## src/rtl/ar_br_cr_pkg.sv

```systemverilog
// Shared definitions for the AR/BR/CR sign-steered shift engine:
// controller state encoding and the path codes reported on op.
package ar_br_cr_pkg;

  typedef enum logic [1:0] {
    IDLE  = 2'd0,
    EVAL  = 2'd1,
    SHIFT = 2'd2,
    DONE  = 2'd3
  } state_e;

  localparam logic [1:0] OP_CLR = 2'b00;
  localparam logic [1:0] OP_DIV = 2'b01;
  localparam logic [1:0] OP_MUL = 2'b10;

endpackage

```

## src/rtl/ar_br_cr_fsm.sv

```systemverilog
// Sequencer for the shift engine: owns state, the shift counter and the
// busy/done handshake, and issues one-hot strobes to the datapath.
module ar_br_cr_fsm
  import ar_br_cr_pkg::*;
#(
  parameter int SHW = 3
) (
  input  logic           clk,
  input  logic           reset_b,
  input  logic           start,
  input  logic [SHW-1:0] sh_amt,
  input  logic           ar_neg,
  input  logic           ar_zero,
  input  logic           cnt_last,
  output logic [SHW-1:0] cnt,
  output logic           busy,
  output logic           done,
  output logic           load_ar_br,
  output logic           sel_div,
  output logic           sel_mul,
  output logic           clr_cr,
  output logic           shift_en
);

  state_e         state_q, state_d;
  logic [SHW-1:0] cnt_q, cnt_d;

  always_ff @(posedge clk or negedge reset_b) begin
    if (!reset_b) begin
      state_q <= IDLE;
      cnt_q   <= '0;
    end else begin
      state_q <= state_d;
      cnt_q   <= cnt_d;
    end
  end

  always_comb begin
    state_d    = state_q;
    cnt_d      = cnt_q;
    load_ar_br = 1'b0;
    sel_div    = 1'b0;
    sel_mul    = 1'b0;
    clr_cr     = 1'b0;
    shift_en   = 1'b0;
    case (state_q)
      IDLE: begin
        if (start) begin
          load_ar_br = 1'b1;
          cnt_d      = sh_amt;
          state_d    = EVAL;
        end
      end
      EVAL: begin
        // A zero AR short-circuits to DONE regardless of the shift count.
        if (ar_zero) begin
          clr_cr  = 1'b1;
          state_d = DONE;
        end else begin
          sel_div = ar_neg;
          sel_mul = !ar_neg;
          state_d = (cnt_q == '0) ? DONE : SHIFT;
        end
      end
      SHIFT: begin
        shift_en = 1'b1;
        cnt_d    = cnt_q - SHW'(1);
        if (cnt_last) state_d = DONE;
      end
      DONE: begin
        state_d = IDLE;
      end
      default: begin
        state_d = IDLE;
      end
    endcase
  end

  assign cnt  = cnt_q;
  assign busy = (state_q != IDLE);
  assign done = (state_q == DONE);

endmodule

```

## src/rtl/ar_br_cr_engine.sv

```systemverilog
// AR/BR/CR engine: AR<0 gives CR = AR >>> n, AR>0 gives CR = BR << n with
// overflow detect, AR==0 clears CR. One shift per clock under ar_br_cr_fsm.
module ar_br_cr_engine
  import ar_br_cr_pkg::*;
#(
  parameter int WIDTH = 8,
  parameter int SHW   = 3
) (
  input  logic                    clk,
  input  logic                    reset_b,
  input  logic                    start,
  input  logic signed [WIDTH-1:0] ar_in,
  input  logic        [WIDTH-1:0] br_in,
  input  logic        [SHW-1:0]   sh_amt,
  output logic                    busy,
  output logic                    done,
  output logic        [WIDTH-1:0] cr_out,
  output logic                    ovf,
  output logic        [1:0]       op
);

  logic signed [WIDTH-1:0] ar_q, ar_d;
  logic        [WIDTH-1:0] br_q, br_d;
  logic        [WIDTH-1:0] cr_q, cr_d;
  logic        [1:0]       op_q, op_d;
  logic                    ovf_q, ovf_d;

  logic           ar_neg, ar_zero, cnt_last;
  logic [SHW-1:0] cnt;
  logic           load_ar_br, sel_div, sel_mul, clr_cr, shift_en;

  // Arithmetic right shift by one: floor division by two.
  function automatic logic [WIDTH-1:0] shr_div(input logic [WIDTH-1:0] v);
    return {v[WIDTH-1], v[WIDTH-1:1]};
  endfunction

  function automatic logic [WIDTH-1:0] shl_mul(input logic [WIDTH-1:0] v);
    return {v[WIDTH-2:0], 1'b0};
  endfunction

  ar_br_cr_fsm #(
    .SHW(SHW)
  ) u_fsm (
    .clk       (clk),
    .reset_b   (reset_b),
    .start     (start),
    .sh_amt    (sh_amt),
    .ar_neg    (ar_neg),
    .ar_zero   (ar_zero),
    .cnt_last  (cnt_last),
    .cnt       (cnt),
    .busy      (busy),
    .done      (done),
    .load_ar_br(load_ar_br),
    .sel_div   (sel_div),
    .sel_mul   (sel_mul),
    .clr_cr    (clr_cr),
    .shift_en  (shift_en)
  );

  assign ar_neg   = ar_q[WIDTH-1];
  assign ar_zero  = (ar_q == '0);
  assign cnt_last = (cnt == SHW'(1));

  always_comb begin
    ar_d  = ar_q;
    br_d  = br_q;
    cr_d  = cr_q;
    op_d  = op_q;
    ovf_d = ovf_q;
    if (load_ar_br) begin
      ar_d  = ar_in;
      br_d  = br_in;
      ovf_d = 1'b0;
    end
    if (clr_cr) begin
      cr_d = '0;
      op_d = OP_CLR;
    end
    if (sel_div) begin
      cr_d = ar_q;
      op_d = OP_DIV;
    end
    if (sel_mul) begin
      cr_d = br_q;
      op_d = OP_MUL;
    end
    // Overflow is sticky: any 1 leaving the MSB during a multiply latches it.
    if (shift_en) begin
      if (op_q == OP_DIV) begin
        cr_d = shr_div(cr_q);
      end else if (op_q == OP_MUL) begin
        cr_d  = shl_mul(cr_q);
        ovf_d = ovf_q | cr_q[WIDTH-1];
      end
    end
  end

  always_ff @(posedge clk or negedge reset_b) begin
    if (!reset_b) begin
      ar_q  <= '0;
      br_q  <= '0;
      cr_q  <= '0;
      op_q  <= OP_CLR;
      ovf_q <= 1'b0;
    end else begin
      ar_q  <= ar_d;
      br_q  <= br_d;
      cr_q  <= cr_d;
      op_q  <= op_d;
      ovf_q <= ovf_d;
    end
  end

  assign cr_out = cr_q;
  assign op     = op_q;
  assign ovf    = ovf_q;

endmodule

```

## config.mk

```make
export PLATFORM = sky130hd
export DESIGN_NAME = ar_br_cr_engine
export DESIGN_NICKNAME = d
export VERILOG_FILES = /design/src/rtl/ar_br_cr_pkg.sv /design/src/rtl/ar_br_cr_fsm.sv /design/src/rtl/ar_br_cr_engine.sv
export SDC_FILE = /design/constraint.sdc
export NUM_CORES = 1
export LEC_CHECK = 0
export ABC_CLOCK_PERIOD_IN_PS = 2800
export CAP_MARGIN = 20
export CORE_MARGIN = 3
export CORE_UTILIZATION = 45
export CTS_CLUSTER_SIZE = 28
export DETAILED_ROUTE_END_ITERATION = 8
export DONT_BUFFER_PORTS = 1
export GPL_ROUTABILITY_DRIVEN = 0
export SETUP_SLACK_MARGIN = 0.2
export SLEW_MARGIN = 0
export SYNTH_ARGS = -nofsm -noshare
export SYNTH_HDL_FRONTEND = slang
export SYNTH_HIERARCHICAL = 1
export SYNTH_SLANG_ARGS = --single-unit
```

## constraint.sdc

```tcl
create_clock -name clk -period 2.8 [get_ports clk]
set_input_delay 0.56 -clock clk [delete_from_list [all_inputs] [get_ports clk]]
set_output_delay 0.56 -clock clk [all_outputs]
set_load 0.02 [all_outputs]
```

==> results.txt <==
----------------------------------------------------
[Run status]
  Result of the run ... finished clean

[Die]
  Die outline height ... 70.5 microns
  Die span in x ... 70.5 microns
  Top Ports ... 35
  Site row count ... 22
  Initial cell density of the core ... 49.0%
  Area inside the core boundary ... 3830 sq um
  Overall die area ... 4970 sq um

[Timing]
  Minimum clock period ... 2.41 ns
  Final hold violation count ... 0
  Unrepaired setup endpoints after global routing ... no
  Max-slew violation count ... 0
  Final setup violation count ... 0
  Maximum clock skew at final layout ... 0.00460 ns
  Final setup TNS ... 0 ns
  Transition at the pin with the smallest max-transition slack ... 0.665 ns
  Post-layout worst setup margin ... 0.389 ns
  Final worst path period share ... 86.1%
  Worst-case headroom to the max-slew limit ... 55.7%
  Hold Slack ... 0.0940 ns
  Max frequency ... 0.415 GHz

[Critical path]
  Startpoint types ... flip-flop
  Critical path arrival ... 2.62 ns
  Max Fanout on Critical Path ... 13
  Critical path data required time ... 3.01 ns
  Critical path capture point type ... flip-flop
  Critical path class ... flip-flop to flip-flop

[Route]
  Number of DRC violations after detailed-routing iteration 0 ... 87
  Drc violations ... 0
  Count of TritonRoute iterations in the first routing pass ... 4
  Antenna-violating nets left ... 0
  WL per Instance ... 17.3 microns
  Via total after detailed routing ... 1,332
  Detailed-route vias per instance ... 5.89
  Routed wire length ... 3920 microns

[GRT]
  Vias in the first global route ... 1,323
  Wire length of the first global-routing pass ... 6600 microns
  Antenna violations before repair ... 0
  Aggregate global routing overflow ... 0
  Maximum number of pins on one net before global-route repair ... 33
  All-layer global routing usage ... 16.7%

[Yosys]
  Dominant synthesized flop cell ... sky130_fd_sc_hd__dfrtp_1
  Unique cell type count in the Yosys netlist ... 44
  Number of synthesis warnings ... 6
  Syn avg cell area ... 10.6 sq um
  Leading area contributor after synthesis ... sky130_fd_sc_hd__dfrtp_1
  Share of Yosys cell area claimed by the top area cell type ... 42.8%
  Cells after Synth ... 176
  Sequential element share of the synthesized area ... 42.8%
  Most area-consuming cells after synthesis ... sky130_fd_sc_hd__dfrtp_1 (43%), sky130_fd_sc_hd__mux2_2 (9.6%), sky130_fd_sc_hd__nand2b_1 (4.3%), sky130_fd_sc_hd__ha_1 (4.0%), sky130_fd_sc_hd__a221o_1 (3.7%)
  Most numerous cell in the Yosys netlist ... sky130_fd_sc_hd__dfrtp_1
  Number of flip-flops and latches in the synthesized netlist ... 32
  Synthesized cell area ... 1870 sq um
  Most used standard cells in the synthesized netlist ... sky130_fd_sc_hd__dfrtp_1 (32), sky130_fd_sc_hd__mux2_2 (16), sky130_fd_sc_hd__nand2b_1 (13), sky130_fd_sc_hd__inv_1 (12), sky130_fd_sc_hd__a21oi_1 (9)
  EDFF count, synth ... 0
  Synthesized net count ... 204
  Asr flop ratio synth ... 100%

[Power]
  Part of the total power dissipated in combinational logic ... 47.9%
  Portion of total power attributed to sequential cells ... 38.6%
  Max IR drop VDD ... 532 uV
  PD cells ... 1330 nW/um^2
  Clock share of power ... 13.5%
  Cell internal power dissipation ... 1.53 mW
  Switching fraction of total power ... 42.9%
  Pwr Total ... 2.68 mW
  Leakage power total ... 0.813 nW
  Switching power total ... 1.15 mW

[Clock tree]
  Register clock-pin slew on the reported worst setup and hold paths ... 0.06 ns
  Cell at the root of the clock tree ... sky130_fd_sc_hd__clkbuf_8
  Maximum root-to-sink buffer count ... 2
  Total clock buffers created by CTS ... 5
  Insertion delay to the later sink of the worst-skew pair ... 0.28 ns
  Number of sinks driven by the clock tree ... 32
  Clock tree from TritonCTS ... built
  H-Tree Depth ... 2
  Post-CTS setup-driven buffer insertion count ... 0

[Placement]
  Setup Slack @ Placement ... 0.375 ns
  Half-perimeter wire length after placement ... 2930 microns
  Placed Instance Area ... 1900 sq um
  Number of port buffers ... 0

[Layout]
  Synthesis-to-layout area growth ... 7.48%
  Area used by multi-input combinational logic ... 982 sq um
  Number of inserted filler cells in the final layout ... 346
  Nets ... 205
  Seq. cell area ... 801 sq um
  Cell area after layout ... 2010 sq um
  Share of cells above drive strength 1 ... 22.5%
  Antenna diode count ... 0

[Hold path]
  Min-delay worst type ... input port to asynchronous set/reset pin

[Job]
  Reported max-cap violation count ... 0

----------------------------------------------------
==> through the flow <==
step	cells	utilization [%]
after floorplan	176	-
after global placement	217	49.6
after detailed placement	217	49.6
after CTS	226	52.5
after global routing	226	52.6
final	226	52.6
==> power groups by stage <==
stage	sequential (mW)	clock [mW]	combinational, mW
detailed placement	1.05	0	1.27
floorplan	0.960	0	1.11
global route	1.08	0.393	1.44
finish	1.04	0.362	1.29
CTS	1.04	0.370	1.29
global placement	1.04	0	1.24
==> registers in the layout (all words and copies together), names as in the netlist <==
name           count
ovf                1
u_fsm/cnt          3
br_q               8
ar_q               8
op                 2
cr_out             8
u_fsm/state_q      2
==> timing repair <==
item | 4_1_cts | 5_1_grt
setup endpoints to repair | 0 | 6
resized for setup | 0 | 2
hold buffers | 1 | 0
endpoints found under the hold margin | 32 | 0
==> critical path: stages (launching register included) <==
cell                       delay, ns
sky130_fd_sc_hd__dfrtp_1        0.39
sky130_fd_sc_hd__or4_1          0.52
sky130_fd_sc_hd__nor2_1         0.26
sky130_fd_sc_hd__and3b_2        0.35
sky130_fd_sc_hd__or3b_1         0.41
sky130_fd_sc_hd__a21oi_2        0.17
sky130_fd_sc_hd__a221oi_2       0.05
sky130_fd_sc_hd__nor3_2         0.19
==> layout by cell type, fill, tap and decap left out, types with 3 or more instances in the layout <==
master | synthesis | routed
sky130_fd_sc_hd__o22ai_1 | 3 | 3
sky130_fd_sc_hd__a22oi_1 | 4 | 4
sky130_fd_sc_hd__clkbuf_8 | 0 | 6
sky130_fd_sc_hd__mux2_2 | 16 | 16
sky130_fd_sc_hd__inv_1 | 12 | 12
sky130_fd_sc_hd__nand2b_1 | 13 | 13
sky130_fd_sc_hd__o32ai_1 | 3 | 3
sky130_fd_sc_hd__nor3_1 | 6 | 6
sky130_fd_sc_hd__a21oi_1 | 9 | 9
sky130_fd_sc_hd__nor2_1 | 4 | 4
sky130_fd_sc_hd__ha_1 | 6 | 6
sky130_fd_sc_hd__dfrtp_1 | 32 | 32
sky130_fd_sc_hd__o21ai_0 | 3 | 3
sky130_fd_sc_hd__a221o_1 | 7 | 7
sky130_fd_sc_hd__nand2_1 | 8 | 8
==> worst paths after layout <==
kind / from / endpoint / slack [ns] / cells after the start
worst max register to register: ar_q[2] / cr_out[5] / 0.39 / 7
worst min-delay path: reset_b / ovf / 0.09 / 1
min in group clk: br_in[0] / br_q[0] / 0.42 / 1
worst min register to register: u_fsm/cnt[0] / u_fsm/cnt[0] / 0.48 / 1
max in group asynchronous: reset_b / cr_out[1] / 2.54 / 1
worst max-delay path: ar_q[2] / cr_out[5] / 0.39 / 7
==> layer usage <==
layer	part of all wire [%]	track usage, %	vias up
met4	0.89	4.04	0
met2	44	24.0	33
met3	6.6	7.91	4
li1	-	-	648
met5	0	0	-
met1	49	22.8	647
==> final cells by class <==
type,instances,area share [%]
timing repair buffer,3,1.74
inverter,12,2.24
multi-input combinational,123,48.8
tap,48,2.98
clock buffer,8,4.47
sequential,32,39.8
==> logic make-up after synthesis <==
family	Yosys count	share of synthesized area, %
mux	16	9.62
fa+ha+maj	6	4.01
compound gates	45	19.0
simple gates	56	19.2
flops	32	42.8
buf+inv	21	5.41
Power figures use the tool's default switching activity.
